File: src/rtl/note_window_sequencer_if.sv
// Song ROM read bus: registered address out of the sequencer, data back from the ROM.
// The ROM answers ROM_LAT cycles after the address changes.
interface note_window_sequencer_if #(
    parameter int ADDR_W = 10,
    parameter int NOTE_W = 7
);
    logic [ADDR_W-1:0] rom_addr;
    logic [NOTE_W-1:0] rom_data;

    modport master (output rom_addr, input rom_data);
    modport slave  (input rom_addr, output rom_data);
endinterface

File: src/rtl/note_window_sequencer.sv
// Streams song notes from ROM into a WINDOW-deep look-ahead register for the display,
// advancing on a timer (PLAY) or once the player holds the head note (LEARN).
module note_window_sequencer #(
    parameter int NOTE_W      = 7,
    parameter int WINDOW      = 5,
    parameter int ADDR_W      = 10,
    parameter int SONG_BITS   = 2,
    parameter int SONG_STRIDE = 250,
    parameter int NOTE_TICKS  = 25_000_000,
    parameter int HOLD_TICKS  = 2_500_000,
    parameter int ROM_LAT     = 1,
    parameter int SCORE_W     = 12
) (
    input  logic                     clk_in,
    input  logic                     rst_in,
    input  logic                     start,
    input  logic                     learn_mode,
    input  logic [SONG_BITS-1:0]     song_choice,
    input  logic                     pause,
    input  logic [NOTE_W-1:0]        input_note,
    input  logic                     input_valid,
    note_window_sequencer_if.master  rom_bus,
    output logic [WINDOW*NOTE_W-1:0] notes,
    output logic                     shifting_out,
    output logic                     busy,
    output logic                     finished,
    output logic [SCORE_W-1:0]       hit_count
);
    localparam int TICK_W = $clog2(NOTE_TICKS + 1);
    localparam int ST_W   = $clog2(HOLD_TICKS + 1);
    localparam int LAT_W  = $clog2(ROM_LAT + 1);
    localparam int PC_W   = $clog2(WINDOW + 1);

    typedef enum logic [1:0] {ST_IDLE, ST_PRIME, ST_RUN, ST_FINISH} state_t;

    state_t                  state_reg;
    logic                    mode_reg;
    logic [ADDR_W-1:0]       rom_addr_reg;
    logic [WINDOW*NOTE_W-1:0] notes_reg;
    logic                    shifting_reg;
    logic                    busy_reg;
    logic                    finished_reg;
    logic [SCORE_W-1:0]      hit_count_reg;
    logic [TICK_W-1:0]       tick_reg;
    logic [ST_W-1:0]         streak_reg;
    logic                    hit_flag_reg;
    logic [LAT_W-1:0]        lat_reg;
    logic [PC_W-1:0]         prime_cnt_reg;

    logic [ADDR_W-1:0]        base_addr;
    logic [WINDOW*NOTE_W-1:0] window_next;
    logic [NOTE_W-1:0]        head;
    logic                     head_is_finish;
    logic                     match;
    logic                     streak_reaches;
    logic                     run_active;
    logic                     play_shift;
    logic                     learn_shift;
    logic                     run_shift;
    logic                     score_next;

    assign base_addr = ADDR_W'(32'(song_choice) * 32'(SONG_STRIDE));

    // New note enters at the LSB end; the oldest note drifts up to the head slot.
    genvar gi;
    generate
        for (gi = 0; gi < WINDOW; gi++) begin : g_window
            if (gi == 0) begin : g_tail
                assign window_next[NOTE_W-1:0] = rom_bus.rom_data;
            end else begin : g_body
                assign window_next[gi*NOTE_W +: NOTE_W] = notes_reg[(gi-1)*NOTE_W +: NOTE_W];
            end
        end
    endgenerate

    assign head           = notes_reg[WINDOW*NOTE_W-1 -: NOTE_W];
    assign head_is_finish = (head == {NOTE_W{1'b1}});
    assign match          = input_valid && (input_note == head);
    assign streak_reaches = match && (streak_reg == ST_W'(HOLD_TICKS - 1));
    // A FINISH head blocks every shift, so it can never be scored.
    assign run_active     = (state_reg == ST_RUN) && !pause && !head_is_finish;
    assign play_shift     = run_active && !mode_reg && (tick_reg == TICK_W'(NOTE_TICKS - 1));
    assign learn_shift    = run_active && mode_reg && hit_flag_reg;
    assign run_shift      = play_shift || learn_shift;
    assign score_next     = learn_shift || (play_shift && (hit_flag_reg || streak_reaches));

    always_ff @(posedge clk_in or negedge rst_in) begin
        if (!rst_in) begin
            state_reg     <= ST_IDLE;
            mode_reg      <= 1'b0;
            rom_addr_reg  <= '0;
            notes_reg     <= '0;
            shifting_reg  <= 1'b0;
            busy_reg      <= 1'b0;
            finished_reg  <= 1'b0;
            hit_count_reg <= '0;
            tick_reg      <= '0;
            streak_reg    <= '0;
            hit_flag_reg  <= 1'b0;
            lat_reg       <= '0;
            prime_cnt_reg <= '0;
        end else begin
            shifting_reg <= 1'b0;
            if (start) begin
                state_reg     <= ST_PRIME;
                mode_reg      <= learn_mode;
                rom_addr_reg  <= base_addr;
                notes_reg     <= '0;
                busy_reg      <= 1'b1;
                finished_reg  <= 1'b0;
                hit_count_reg <= '0;
                tick_reg      <= '0;
                streak_reg    <= '0;
                hit_flag_reg  <= 1'b0;
                lat_reg       <= '0;
                prime_cnt_reg <= '0;
            end else begin
                case (state_reg)
                    ST_PRIME: begin
                        if (lat_reg == LAT_W'(ROM_LAT)) begin
                            lat_reg      <= '0;
                            notes_reg    <= window_next;
                            rom_addr_reg <= rom_addr_reg + 1'b1;
                            shifting_reg <= 1'b1;
                            if (prime_cnt_reg == PC_W'(WINDOW - 1)) begin
                                prime_cnt_reg <= '0;
                                state_reg     <= ST_RUN;
                            end else begin
                                prime_cnt_reg <= prime_cnt_reg + 1'b1;
                            end
                        end else begin
                            lat_reg <= lat_reg + 1'b1;
                        end
                    end
                    ST_RUN: begin
                        if (head_is_finish) begin
                            state_reg    <= ST_FINISH;
                            busy_reg     <= 1'b0;
                            finished_reg <= 1'b1;
                        end else if (run_shift) begin
                            notes_reg    <= window_next;
                            rom_addr_reg <= rom_addr_reg + 1'b1;
                            shifting_reg <= 1'b1;
                            tick_reg     <= '0;
                            streak_reg   <= '0;
                            hit_flag_reg <= 1'b0;
                            if (score_next && (hit_count_reg != {SCORE_W{1'b1}})) begin
                                hit_count_reg <= hit_count_reg + 1'b1;
                            end
                        end else if (!pause) begin
                            if (match) begin
                                if (streak_reg != ST_W'(HOLD_TICKS)) begin
                                    streak_reg <= streak_reg + 1'b1;
                                end
                            end else begin
                                streak_reg <= '0;
                            end
                            if (streak_reaches) begin
                                hit_flag_reg <= 1'b1;
                            end
                            if (!mode_reg) begin
                                tick_reg <= tick_reg + 1'b1;
                            end
                        end
                    end
                    default: begin
                    end
                endcase
            end
        end
    end

    assign rom_bus.rom_addr = rom_addr_reg;
    assign notes            = notes_reg;
    assign shifting_out     = shifting_reg;
    assign busy             = busy_reg;
    assign finished         = finished_reg;
    assign hit_count        = hit_count_reg;
endmodule

File: src/flat_wrapper.sv
// flat-port wrapper written by rule: the top's interface ports become plain ports
module note_window_sequencer_flat 
#(
    parameter int NOTE_W      = 7,
    parameter int WINDOW      = 5,
    parameter int ADDR_W      = 10,
    parameter int SONG_BITS   = 2,
    parameter int SONG_STRIDE = 250,
    parameter int NOTE_TICKS  = 25_000_000,
    parameter int HOLD_TICKS  = 2_500_000,
    parameter int ROM_LAT     = 1,
    parameter int SCORE_W     = 12
)
  (clk_in, rst_in, start, learn_mode, song_choice, pause, input_note, input_valid, notes, shifting_out, busy, finished, hit_count, rom_bus_rom_addr, rom_bus_rom_data);
  note_window_sequencer_if #(.ADDR_W(ADDR_W), .NOTE_W(NOTE_W)) rom_bus_i ();
  input  logic clk_in;
  input  logic rst_in;
  input  logic start;
  input  logic learn_mode;
  input  logic [SONG_BITS-1:0] song_choice;
  input  logic pause;
  input  logic [NOTE_W-1:0] input_note;
  input  logic input_valid;
  output logic [WINDOW*NOTE_W-1:0] notes;
  output logic shifting_out;
  output logic busy;
  output logic finished;
  output logic [SCORE_W-1:0] hit_count;
  output wire logic [$bits(rom_bus_i.rom_addr)-1:0] rom_bus_rom_addr;
  input wire logic [$bits(rom_bus_i.rom_data)-1:0] rom_bus_rom_data;
  assign rom_bus_rom_addr = rom_bus_i.rom_addr;
  assign rom_bus_i.rom_data = rom_bus_rom_data;
  note_window_sequencer #(.NOTE_W(NOTE_W), .WINDOW(WINDOW), .ADDR_W(ADDR_W), .SONG_BITS(SONG_BITS), .SONG_STRIDE(SONG_STRIDE), .NOTE_TICKS(NOTE_TICKS), .HOLD_TICKS(HOLD_TICKS), .ROM_LAT(ROM_LAT), .SCORE_W(SCORE_W)) u_core (.clk_in(clk_in), .rst_in(rst_in), .start(start), .learn_mode(learn_mode), .song_choice(song_choice), .pause(pause), .input_note(input_note), .input_valid(input_valid), .rom_bus(rom_bus_i), .notes(notes), .shifting_out(shifting_out), .busy(busy), .finished(finished), .hit_count(hit_count));
endmodule
File: config.mk
export PLATFORM = sky130hd
export DESIGN_NAME = note_window_sequencer_flat
export DESIGN_NICKNAME = d
export VERILOG_FILES = /design/src/rtl/note_window_sequencer_if.sv /design/src/rtl/note_window_sequencer.sv /design/src/flat_wrapper.sv
export SDC_FILE = /design/constraint.sdc
export NUM_CORES = 1
export LEC_CHECK = 0
export ABC_AREA = 1
export BUFFER_PORTS_ARGS = -buffer_cell sky130_fd_sc_hd__buf_4
export CELL_PAD_IN_SITES_DETAIL_PLACEMENT = 0
export CELL_PAD_IN_SITES_GLOBAL_PLACEMENT = 2
export CORE_MARGIN = 3
export CORE_UTILIZATION = 33
export CTS_CLUSTER_DIAMETER = 40
export DETAILED_ROUTE_END_ITERATION = 12
export PLACE_DENSITY_LB_ADDON = 0.12
export SETUP_SLACK_MARGIN = 0.15
export SLEW_MARGIN = 10
export SYNTH_ARGS = -nofsm -noshare
export SYNTH_HDL_FRONTEND = slang
export SYNTH_SLANG_ARGS = --single-unit
File: constraint.sdc
create_clock -name clk_in -period 2.2 [get_ports clk_in]
set_clock_uncertainty 0.1 [all_clocks]
set_input_delay 0.44 -clock clk_in [delete_from_list [all_inputs] [get_ports clk_in]]
set_output_delay 0.44 -clock clk_in [all_outputs]
set_load 0.01 [all_outputs]
==> results.yml, run 1 <==
floorplan:
  core_area_um2: 20400
  dieArea_um2: 22600
  fp.dieH_um: 150
  start_util_pct: 33.8
  die_w_um: 150
  floorplan.rows: 52
  pin_count: 82
routing:
  drt-total-wl_um: 20800
  drcViolationCount: 0
  ant_nets: 0
  drt_iter0_markers: 299
  via_per_inst: 4.67
  dr.pass1.iters: 4
  avgRoutedWirePerCell_um: 15.1
  vias: 6422
finish:
  fillCellCount: 2203
  final_area_um2: 8860
  multi_input_area_um2: 3590
  nNetsFinal: 1125
  ff_latch_area_um2: 2880
  layout-drive-gt1-share_pct: 18.3
  antenna_cells: 0
  areaGrowthSynthToFinish_pct: 28.9
  largest_reg_flops: 35
pwr:
  pwr-share-comb_pct: 29.1
  p_int_mw: 4.83
  ir_drop_uv: 565
  seq_power_share_pct: 36.1
  power.switching_mw: 2.66
  swShare_pct: 35.5
  p_clk_share_pct: 34.8
  powerDensity_nw_per_um2: 845
  p_leak_nw: 4.08
yosys:
  synth_edf_count: 0
  yosysWarnings: 0
  yosys-mux-area-fraction_pct: 0
  syn_area_um2: 6880
  synth-xor-area-share_pct: 4.97
  syn_inst: 975
  ys_ff_latch: 115
  syn_area_per_cell_um2: 7.05
  synthArstFlopShare_pct: 100
  synth_nets: 1009
  synth.top_cell.area_share_pct: 41.8
  synthAdderAreaFrac_pct: 2.18
  synth_commonest_cells: "301 x nand2_1, 137 x nor2_1, 115 x dfrtp_1, 84 x nand3_1, 81 x inv_1"
  synth_cell_types: 35
  yosys.area.top_type: "dfrtp_1"
  synth-simple-area-share_pct: 36.0
  synthTopCellsByArea: "dfrtp_1 42%, nand2_1 16%, nor2_1 7.5%"
  post-synth-top-count-cell: "nand2_1"
  synth-compound-area-share_pct: 7.64
  ys.flop_type: "dfrtp_1"
  ys_seq_area_share_pct: 41.8
  synth_top_family_by_area: "simple AND/OR/NAND/NOR gates"
timing:
  rsz0062_at_grt: "yes"
  setup_tns_ps: 0
  fin_ws_ps: 200
  setup_violations: 0
  worstMarginPinSlew_ps: 353
  hold_violations: 0
  relSlewSlack_pct: 76.3
  drv_slew: 0
  fin_crit_ps: 2000
  fmax_mhz: 500
  min_period_over_period_pct: 90.9
global_route:
  grt_max_degree: 63
  grt_pass1_vias: 6257
  grt_overflow: 0
  grt_pass1_wl_um: 32700
  grt_usage_pct: 18.2
  grt_antenna_before_repair: 0
critical_path:
  path_class: "reg2reg"
  worstPathArrival_ps: 2210
  critPathCaptureType: "register"
  cp-start-kind: "register"
  required_ps: 2410
  crit_fanout: 8
clocking:
  clk_path_buf_depth: 2
  cts_buffers: 17
  clk_latency_ps: 420
  clkSlewWorstSetupHoldPaths_ps: 60
  cts_root_buf: "clkbuf_16"
  cts.sinks: 115
  cts_tree: "yes"
  htree_levels: 4
placement:
  gp_congestion: 0.819
  portBuffers: 81
  post-place-ws_ps: 158
  hpwl_um: 14300
  place_area_um2: 7960
run_status:
  run_status: "finished, final reports clean"
run:
  cap_violations: 0
worst_hold_path:
  hp-class: "in2reg"
[layout make-up]
class                           count  area share, %
Tap cell                          270           3.81
Inverter                           90           3.91
Sequential cell                   115           32.5
Multi-Input combinational cell    735           40.5
Clock buffer                       17           4.80
Timing Repair Buffer              132           13.1
Clock inverter                     15           1.38
[per-stage QoR]
step	util (%)	total power, mW	instances	hold WS, ps
after floorplan	-	3.70	975	44.4
after global placement	39.1	4.52	1324	278
after detailed placement	39.1	4.53	1324	274
after CTS	41.9	7.19	1357	129
after global routing	43.5	7.94	1374	163
final	43.5	7.49	1374	149
[cell families after synthesis]
group / count (synthesis)
buffers and inverters: 125
DFF: 115
and+or+nand+nor: 584
AOI/OAI and AO/OA: 100
xor gates and xnor gates: 39
adders and majority gates: 12
[critical path: stages, from the launching register on]
cell	delay (ps)
dfrtp_1	380
ha_2	210
nand2_2	70
nor2_4	130
nand2_2	70
nor2_1	80
nand2_1	80
nand2_2	110
nand2_8	90
nand3_4	130
nand2_8	120
clkbuf_16	200
nand2_1	60
o21ai_1	60
[what timing repair did]
| item | in CTS | in global routing |
|---|---|---|
| hold buffers | 1 | 0 |
| setup endpoints to repair | 7 | 94 |
| buffers inserted | 0 | 9 |
| pin swaps | 0 | 9 |
| hold endpoints to repair | 20 | 0 |
| gates resized for setup | 1 | 31 |
| gates cloned | 0 | 8 |
[routing by layer]
layer / part of all wire [%] / track usage [%] / wire length, um
met5: 0 / 0 / 0
met1: 51 / 25.8 / 10600
met2: 46 / 28.9 / 9520
met4: 0.41 / 3.57 / 86
met3: 2.9 / 3.70 / 613
[final timing paths]
kind                                                      from                            to  slack [ps]  cells after the start
worst max-delay path            u_core.tick_reg[1]$_DFFE_PN0P_  u_core.notes[13]$_DFFE_PN0P_         200                     13
worst min register to register         u_core.busy$_DFFE_PN0P_       u_core.busy$_DFFE_PN0P_         370                      2
worst min-delay path                                learn_mode   u_core.mode_reg$_DFFE_PN0P_         150                      3
max in group asynchronous                               rst_in   u_core.mode_reg$_DFFE_PN0P_        1000                      3
worst max register to register  u_core.tick_reg[1]$_DFFE_PN0P_  u_core.notes[13]$_DFFE_PN0P_         200                     13
min in group asynchronous                               rst_in  u_core.notes[11]$_DFFE_PN0P_         370                      2
[power by group through the flow]
stage                     clock network [mW]  registers [mW]  logic [mW]
after floorplan                            0            2.79       0.915
after global placement                     0            2.73        1.79
after detailed placement                   0            2.74        1.79
after CTS                               2.69            2.70        1.80
after global routing                    2.78            2.75        2.40
final                                   2.60            2.70        2.18
[cells in the final DEF, fill, tap and decap left out, types with 5 or more instances in the layout]
cell type  count
o21ai_0       17
nand2_2        5
inv_2          6
nand4_1       28
ha_1          11
clkbuf_16     21
dfrtp_1      115
xor2_1        32
buf_6          5
buf_4        116
nand3_1       82
nand2_1      297
a21oi_1       12
nor3_1        12
inv_1         81
nor2_1       134
inv_6          8
o21ai_1       60
xnor2_1        7
No activity file was read; power rests on OpenSTA's default activity.
==> run 2: changes to the inputs <==
ABC_AREA = not set   (was 1)
CORE_UTILIZATION = 36   (was 33)
==> results.yml, run 2 <==
run_status:
  run_status: "finished with violations"
  violations: "negative setup slack"
yosys:
  synthArstFlopShare_pct: 100
  synthTopCellsByArea: "dfrtp_1 48%, nand2_1 7.5%, a21oi_1 5.0%"
  yosys.area.top_type: "dfrtp_1"
  synth_cell_types: 62
  syn_inst: 666
  ys.flop_type: "dfrtp_1"
  synth_commonest_cells: "121 x nand2_1, 115 x dfrtp_1, 60 x a21oi_1, 55 x nor2_1, 31 x o21ai_0"
  post-synth-top-count-cell: "nand2_1"
  ys_ff_latch: 115
  ys_seq_area_share_pct: 47.8
  syn_area_um2: 6020
  synth.top_cell.area_share_pct: 47.8
  yosysWarnings: 0
  syn_area_per_cell_um2: 9.04
  synth_edf_count: 0
  synth_nets: 700
global_route:
  grt_max_degree: 51
  grt_pass1_wl_um: 29700
  grt_usage_pct: 20.2
  grt_pass1_vias: 5861
  grt_antenna_before_repair: 0
  grt_overflow: 0
critical_path:
  worstPathArrival_ps: 2650
  path_class: "reg2reg"
  critPathCaptureType: "register"
  rrSetupSlack_ps: -210
  crit_fanout: 15
  cp-start-kind: "register"
  required_ps: 2440
clocking:
  clk_path_buf_depth: 2
  cts_tree: "yes"
  htree_levels: 4
  clkSlewWorstSetupHoldPaths_ps: 60
  cts_buffers: 17
  cts.sinks: 115
  cts_root_buf: "clkbuf_16"
  clk_latency_ps: 420
floorplan:
  start_util_pct: 37.4
  dieArea_um2: 18300
  pin_count: 82
  die_w_um: 135
  floorplan.rows: 46
  fp.dieH_um: 135
  core_area_um2: 16100
finish:
  final_cell_mix: "191 x buf_4, 113 x dfrtp_1, 112 x nand2_1, 47 x nor2_1, 31 x a21oi_1"
  nNetsFinal: 916
  fillCellCount: 1432
  areaGrowthSynthToFinish_pct: 55.6
  final_area_um2: 9370
  final_util_pct: 58.1
  layout-drive-gt1-share_pct: 42.8
  largest_reg_flops: 35
  ff_latch_area_um2: 2880
  final_common_cell: "buf_4"
  multi_input_area_um2: 3690
  antenna_cells: 0
routing:
  vias: 5747
  drt-total-wl_um: 18200
  dr.pass1.iters: 4
  drt_iter0_markers: 290
  ant_nets: 0
  drcViolationCount: 0
  avgRoutedWirePerCell_um: 16.4
  via_per_inst: 5.17
pwr:
  p_int_mw: 3.96
  powerDensity_nw_per_um2: 586
  swShare_pct: 28.0
  p_leak_nw: 4.10
  seq_power_share_pct: 40.5
  power_mw: 5.49
  ir_drop_uv: 517
  p_clk_share_pct: 47.5
  pwr-share-comb_pct: 12.0
  power.switching_mw: 1.54
placement:
  gp_congestion: 0.900
  hpwl_um: 12400
  place_area_um2: 7850
  portBuffers: 81
timing:
  relSlewSlack_pct: 51.7
  rsz0062_at_grt: "yes"
  drv_slew: 0
  fmax_mhz: 415
  worstMarginPinSlew_ps: 723
  min_period_over_period_pct: 109
  hold_violations: 0
  fin_crit_ps: 2410
  fin_ws_ps: -208
  whs_ps: 157
  setup_violations: 70
worst_hold_path:
  hp-class: "in2reg"
run:
  cap_violations: 0
## run 2: worst max-delay path: stages, from the launching register on
cell,delay [ps]
dfrtp_1,430
inv_2,70
ha_4,160
mux2_4,200
o211ai_1,90
buf_4,160
nor4_4,380
buf_4,210
or2_4,190
buf_12,150
nand2_1,70
a21oi_2,120
## run 2: metrics by stage
| step | worst slack [ps] | cells | setup TNS (ps) |
|---|---|---|---|
| CTS | -203 | 1096 | -8670 |
| global placement | -203 | 1047 | -7160 |
| floorplan | -141 | 666 | -1170 |
| global route | -289 | 1111 | -17050 |
| finish | -208 | 1111 | -9430 |
| detailed placement | -250 | 1047 | -8880 |
## run 2: cells by family (layout without fill, tap and decap cells)
group                    count (synthesis)  in the layout  synth area share, %
flip-flops                             115            115                 47.8
buffers and inverters                   48            276                 3.74
AND/OR/NAND/NOR                        308            308                 25.4
AO/OA/AOI/OAI                          136            137                 13.6
XOR/XNOR                                43             43                 6.25
multiplexers                             4              4                0.727
adder cells (fa/ha/maj)                 12             12                 2.49
## run 2: repair_timing
item | 4_1_cts | 5_1_grt
endpoints found under the setup margin | 100 | 106
buffers inserted | 15 | 13
gates resized for setup | 73 | 90
hold buffers | 1 | 0
pin swaps | 34 | 43
cloned | 1 | 2
endpoints found under the hold margin | 26 | 0
## run 2: power by group through the flow
stage,clock (mW),sequential (mW),combinational [mW]
2_1_floorplan,0,2.27,0.260
3_3_place_gp,0,2.26,0.542
3_5_place_dp,0,2.26,0.551
4_1_cts,2.69,2.22,0.586
5_1_grt,2.79,2.23,0.723
6_report,2.61,2.22,0.659
## run 2: cell type report
cell class,count,share of cell area [%]
inverter,17,0.681
clock inverter,15,1.43
multi-input combinational,504,39.3
tap,216,2.88
sequential,115,30.7
timing repair buffer,227,20.4
clock buffer,17,4.54
## run 2: routing by layer
metal	vias up	global-route usage, %	routed length (um)
li1	2800	-	-
met1	2813	26.7	8130
met2	118	33.7	8940
met3	16	4.68	807
met4	0	5.15	306
met5	-	0	0
## run 2: path summary, 6_finish.rpt
path                                                      start                         endpoint  cells after the start
worst min-delay path                                 learn_mode      u_core.mode_reg$_DFFE_PN0P_                      2
min in group asynchronous                                rst_in  u_core.hit_count[6]$_DFFE_PN0P_                      2
worst max-delay path            u_core.state_reg[1]$_DFFE_PN0P_     u_core.notes[26]$_DFFE_PN0P_                     11
worst max register to register  u_core.state_reg[1]$_DFFE_PN0P_     u_core.notes[26]$_DFFE_PN0P_                     11
worst min register to register          u_core.busy$_DFFE_PN0P_          u_core.busy$_DFFE_PN0P_                      2
max in group asynchronous                                rst_in     u_core.notes[23]$_DFFE_PN0P_                      3
==> run 3: changes to the inputs <==
CELL_PAD_IN_SITES_DETAIL_PLACEMENT = 1   (was 0)
CELL_PAD_IN_SITES_GLOBAL_PLACEMENT = 1   (was 2)
CORE_UTILIZATION = 44   (was 36)
MAX_ROUTING_LAYER = met4   (was not set)
==> results.yml, run 3 <==
run_status:
  run_status: "stopped before the end"
  failing_step: "global routing"
  error: "[ERROR GRT-0232] Routing congestion too high. Check the congestion heatmap in the GUI."
yosys:
  synth.top_cell.area_share_pct: 47.8
  ys.flop_type: "dfrtp_1"
  synth-xor-area-share_pct: 6.25
  synth-compound-area-share_pct: 13.6
  yosys.area.top_type: "dfrtp_1"
  synth-simple-area-share_pct: 25.4
  synth_nets: 700
  ys_ff_latch: 115
  syn_area_um2: 6020
  synth_cell_types: 62
  post-synth-top-count-cell: "nand2_1"
  synthArstFlopShare_pct: 100
  syn_area_per_cell_um2: 9.04
  ys_seq_area_share_pct: 47.8
  synth_top_family_by_area: "simple AND/OR/NAND/NOR gates"
  syn_inst: 666
  yosysWarnings: 0
  synthTopCellsByArea: "dfrtp_1 48%, nand2_1 7.5%, a21oi_1 5.0%"
  synthAdderAreaFrac_pct: 2.49
  yosys-mux-area-fraction_pct: 0.727
  synth_commonest_cells: "121 x nand2_1, 115 x dfrtp_1, 60 x a21oi_1, 55 x nor2_1, 31 x o21ai_0"
  synth_edf_count: 0
global_route:
  grt_antenna_before_repair: 5
  grt_usage_pct: 82.5
  grt_max_degree: 45
  grt_overflow: 223
floorplan:
  pin_count: 82
  fp.dieH_um: 123
  floorplan.rows: 42
  die_w_um: 123
  start_util_pct: 45.3
clocking:
  clk_path_buf_depth: 2
  cts_buffers: 17
  cts.sinks: 115
  htree_levels: 4
  cts_root_buf: "clkbuf_16"
placement:
  hpwl_um: 13600
  portBuffers: 81
  post-place-ws_ps: -355
  gp_congestion: 0.872
timing:
  worst-ep-kind: "register input"
  crit_endpoint: "u_core.hit_count[5]$_DFFE_PN0P_/D"
[run 3: cell counts after synthesis]
Identical to the previous run, type by type.
[run 3: through the flow]
step	hold slack, ps	TNS, ps	instances	area (um^2)	util (%)
CTS	136	-12300	1093	9520	71.6
floorplan	44.4	-1170	666	6250	-
detailed placement	323	-11930	1012	7800	58.6
global placement	318	-7560	1012	7800	58.6
[run 3: kinds of logic after synthesis]
logic type,Yosys count
adders and majority gates,12
AOI/OAI and AO/OA,136
xor gates and xnor gates,43
and+or+nand+nor,308
DFF,115
muxes,4
buffers and inverters,48
[run 3: routing by layer]
layer,GRT overflow,global-route usage [%]
met1,0,80.1
met2,133,96.4
met3,6,64.6
met4,84,86.7
met5,-,-
[run 3: what timing repair did]
item,in CTS
endpoints found under the hold margin,28
pin swaps,65
setup endpoints to repair,103
setup buffers,42
hold buffers,1
cloned,6
gates resized for setup,173
==> run 4: changes to the inputs <==
CELL_PAD_IN_SITES_DETAIL_PLACEMENT = not set   (was 1)
CELL_PAD_IN_SITES_GLOBAL_PLACEMENT = not set   (was 1)
CORE_UTILIZATION = 40   (was 44)
CTS_CLUSTER_DIAMETER = not set   (was 40)
MAX_ROUTING_LAYER = not set   (was met4)
PLACE_DENSITY_LB_ADDON = 0.15   (was 0.12)
SETUP_SLACK_MARGIN = not set   (was 0.15)
==> results.yml, run 4 (synthesis gave the netlist of run 2 again) <==
critical_path:
  r2r_end: "u_core.hit_count[9]$_DFFE_PN0P_"
  rrSetupSlack_ps: -220
  worstPathArrival_ps: 2660
  crit_path_top_delay_cell: "or4b_4"
  rr_startpoint: "u_core.streak_reg[19]$_DFFE_PN0P_"
  cp-start-kind: "register"
  path_class: "reg2reg"
  path_delay_family: "simple AND/OR/NAND/NOR gates"
  crit_fanout: 3
  cp.buffers_inverters: 0
  cpMostUsedCell: "a21oi_2"
  path_cells: "or4b_4 -> nor4_4 -> a21oi_2 -> or3b_4 -> or4_4 -> a21oi_2"
  rr_worst_depth: 6
  critPathCaptureType: "register"
  cp_slowest_stage_delay_ps: 580
  required_ps: 2440
finish:
  largest_reg_flops: 35
  final_cell_mix: "193 x buf_4, 113 x dfrtp_1, 68 x nand2_1, 50 x nor2_1, 43 x a21oi_2"
  nNetsFinal: 921
  layout-drive-gt1-share_pct: 48.2
  areaGrowthSynthToFinish_pct: 60.5
  antenna_cells: 0
  final_common_cell: "buf_4"
routing:
  dr.pass1.iters: 4
  ant_nets: 0
  avgRoutedWirePerCell_um: 17.3
  drt-total-wl_um: 18700
  drt_iter0_markers: 291
  vias: 5959
  via_per_inst: 5.50
  drcViolationCount: 0
timing:
  setup_violations: 70
  rsz0062_at_grt: "yes"
  fin_crit_ps: 2420
  fin_ws_ps: -223
  whs_ps: 176
  drv_slew: 0
  fmax_mhz: 413
  worstMarginPinSlew_ps: 623
  relSlewSlack_pct: 58.4
  setup_tns_ps: -6980
  min_period_over_period_pct: 110
  hold_violations: 0
run_status:
  violations: "negative setup slack"
  run_status: "finished with violations"
floorplan:
  floorplan.rows: 44
  fp.dieH_um: 129
  start_util_pct: 41.1
  pin_count: 82
  core_area_um2: 14600
  dieArea_um2: 16600
  die_w_um: 129
pwr:
  seq_power_share_pct: 38.4
  power_mw: 5.81
  swShare_pct: 25.2
  powerDensity_nw_per_um2: 601
  p_int_mw: 4.35
  pwr-share-comb_pct: 13.4
  p_leak_nw: 4.47
  p_clk_share_pct: 48.1
  power.switching_mw: 1.46
  ir_drop_uv: 775
placement:
  gp_congestion: 0.882
  portBuffers: 81
  hpwl_um: 12000
clocking:
  clkSlewWorstSetupHoldPaths_ps: 60
  cts_root_buf: "clkbuf_16"
  clk_path_buf_depth: 2
  clk_latency_ps: 410
  cts_tree: "yes"
  cts.sinks: 115
  cts_buffers: 17
  htree_levels: 4
worst_hold_path:
  min-delay-start: "rom_bus_rom_data[5]"
  hp-class: "in2reg"
  min_path_cells: 3
  hold-path-endpoint: "u_core.notes[5]$_DFFE_PN0P_"
global_route:
  grt_usage_pct: 21.1
  grt_antenna_before_repair: 0
  grt_pass1_vias: 5890
  grt_pass1_wl_um: 28100
  grt_overflow: 0
  grt_max_degree: 46
run:
  cap_violations: 0
[run 4: power groups by stage]
stage	clock network [mW]	registers, mW	logic, mW
global route	2.95	2.24	0.834
floorplan	0	2.26	0.235
detailed placement	0	2.26	0.513
CTS	2.84	2.22	0.597
finish	2.80	2.23	0.779
global placement	0	2.25	0.502
[run 4: worst max path at each step]
stage                                       from                         endpoint  slack (ps)  depth (start not counted)
2_1_floorplan  u_core.streak_reg[20]$_DFFE_PN0P_  u_core.hit_count[9]$_DFFE_PN0P_        -140                          6
3_3_place_gp      u_core.tick_reg[8]$_DFFE_PN0P_  u_core.hit_count[6]$_DFFE_PN0P_        -320                         10
3_5_place_dp      u_core.tick_reg[8]$_DFFE_PN0P_  u_core.hit_count[6]$_DFFE_PN0P_        -340                         10
4_1_cts        u_core.streak_reg[16]$_DFFE_PN0P_  u_core.hit_count[9]$_DFFE_PN0P_        -220                          6
5_1_grt          u_core.tick_reg[15]$_DFFE_PN0P_  u_core.hit_count[2]$_DFFE_PN0P_        -300                         10
6_report       u_core.streak_reg[19]$_DFFE_PN0P_  u_core.hit_count[9]$_DFFE_PN0P_        -220                          6
[run 4: cell type report]
cell class	count	area, um^2
Fill cell	1109	4980
Sequential cell	115	2880
Clock inverter	12	156
Inverter	17	63.8
Tap cell	184	230
Clock buffer	19	443
Multi-Input combinational cell	503	3790
Timing Repair Buffer	233	2100
[run 4: timing repair]
action                                  4_1_cts  5_1_grt
pin swaps                                    27       98
cloned                                        2        9
resized for setup                            44      197
hold buffers                                  1        0
buffers inserted                             15        9
endpoints found under the setup margin       83       92
hold endpoints to repair                     27        0
[run 4: metal layers]
metal	up-vias	part of all wire, %	global-route usage [%]
li1	2803	-	-
met1	2998	42	26.1
met2	135	52	36.3
met3	23	4.0	5.60
met4	0	1.7	6.36
met5	-	0	0
[run 4: stage by stage]
stage / util [%] / cells / area (um^2) / setup slack (ps)
floorplan: - / 666 / 6090 / -141
global placement: 52.6 / 1018 / 7700 / -316
detailed placement: 52.6 / 1018 / 7700 / -344
CTS: 59.2 / 1065 / 8660 / -216
global route: 66.0 / 1083 / 9670 / -298
finish: 66.0 / 1083 / 9670 / -223
[run 4: tightest hold or removal path, stage by stage]
cell,delay (ps)
buf_4,120
nand2_4,50
a21oi_2,40
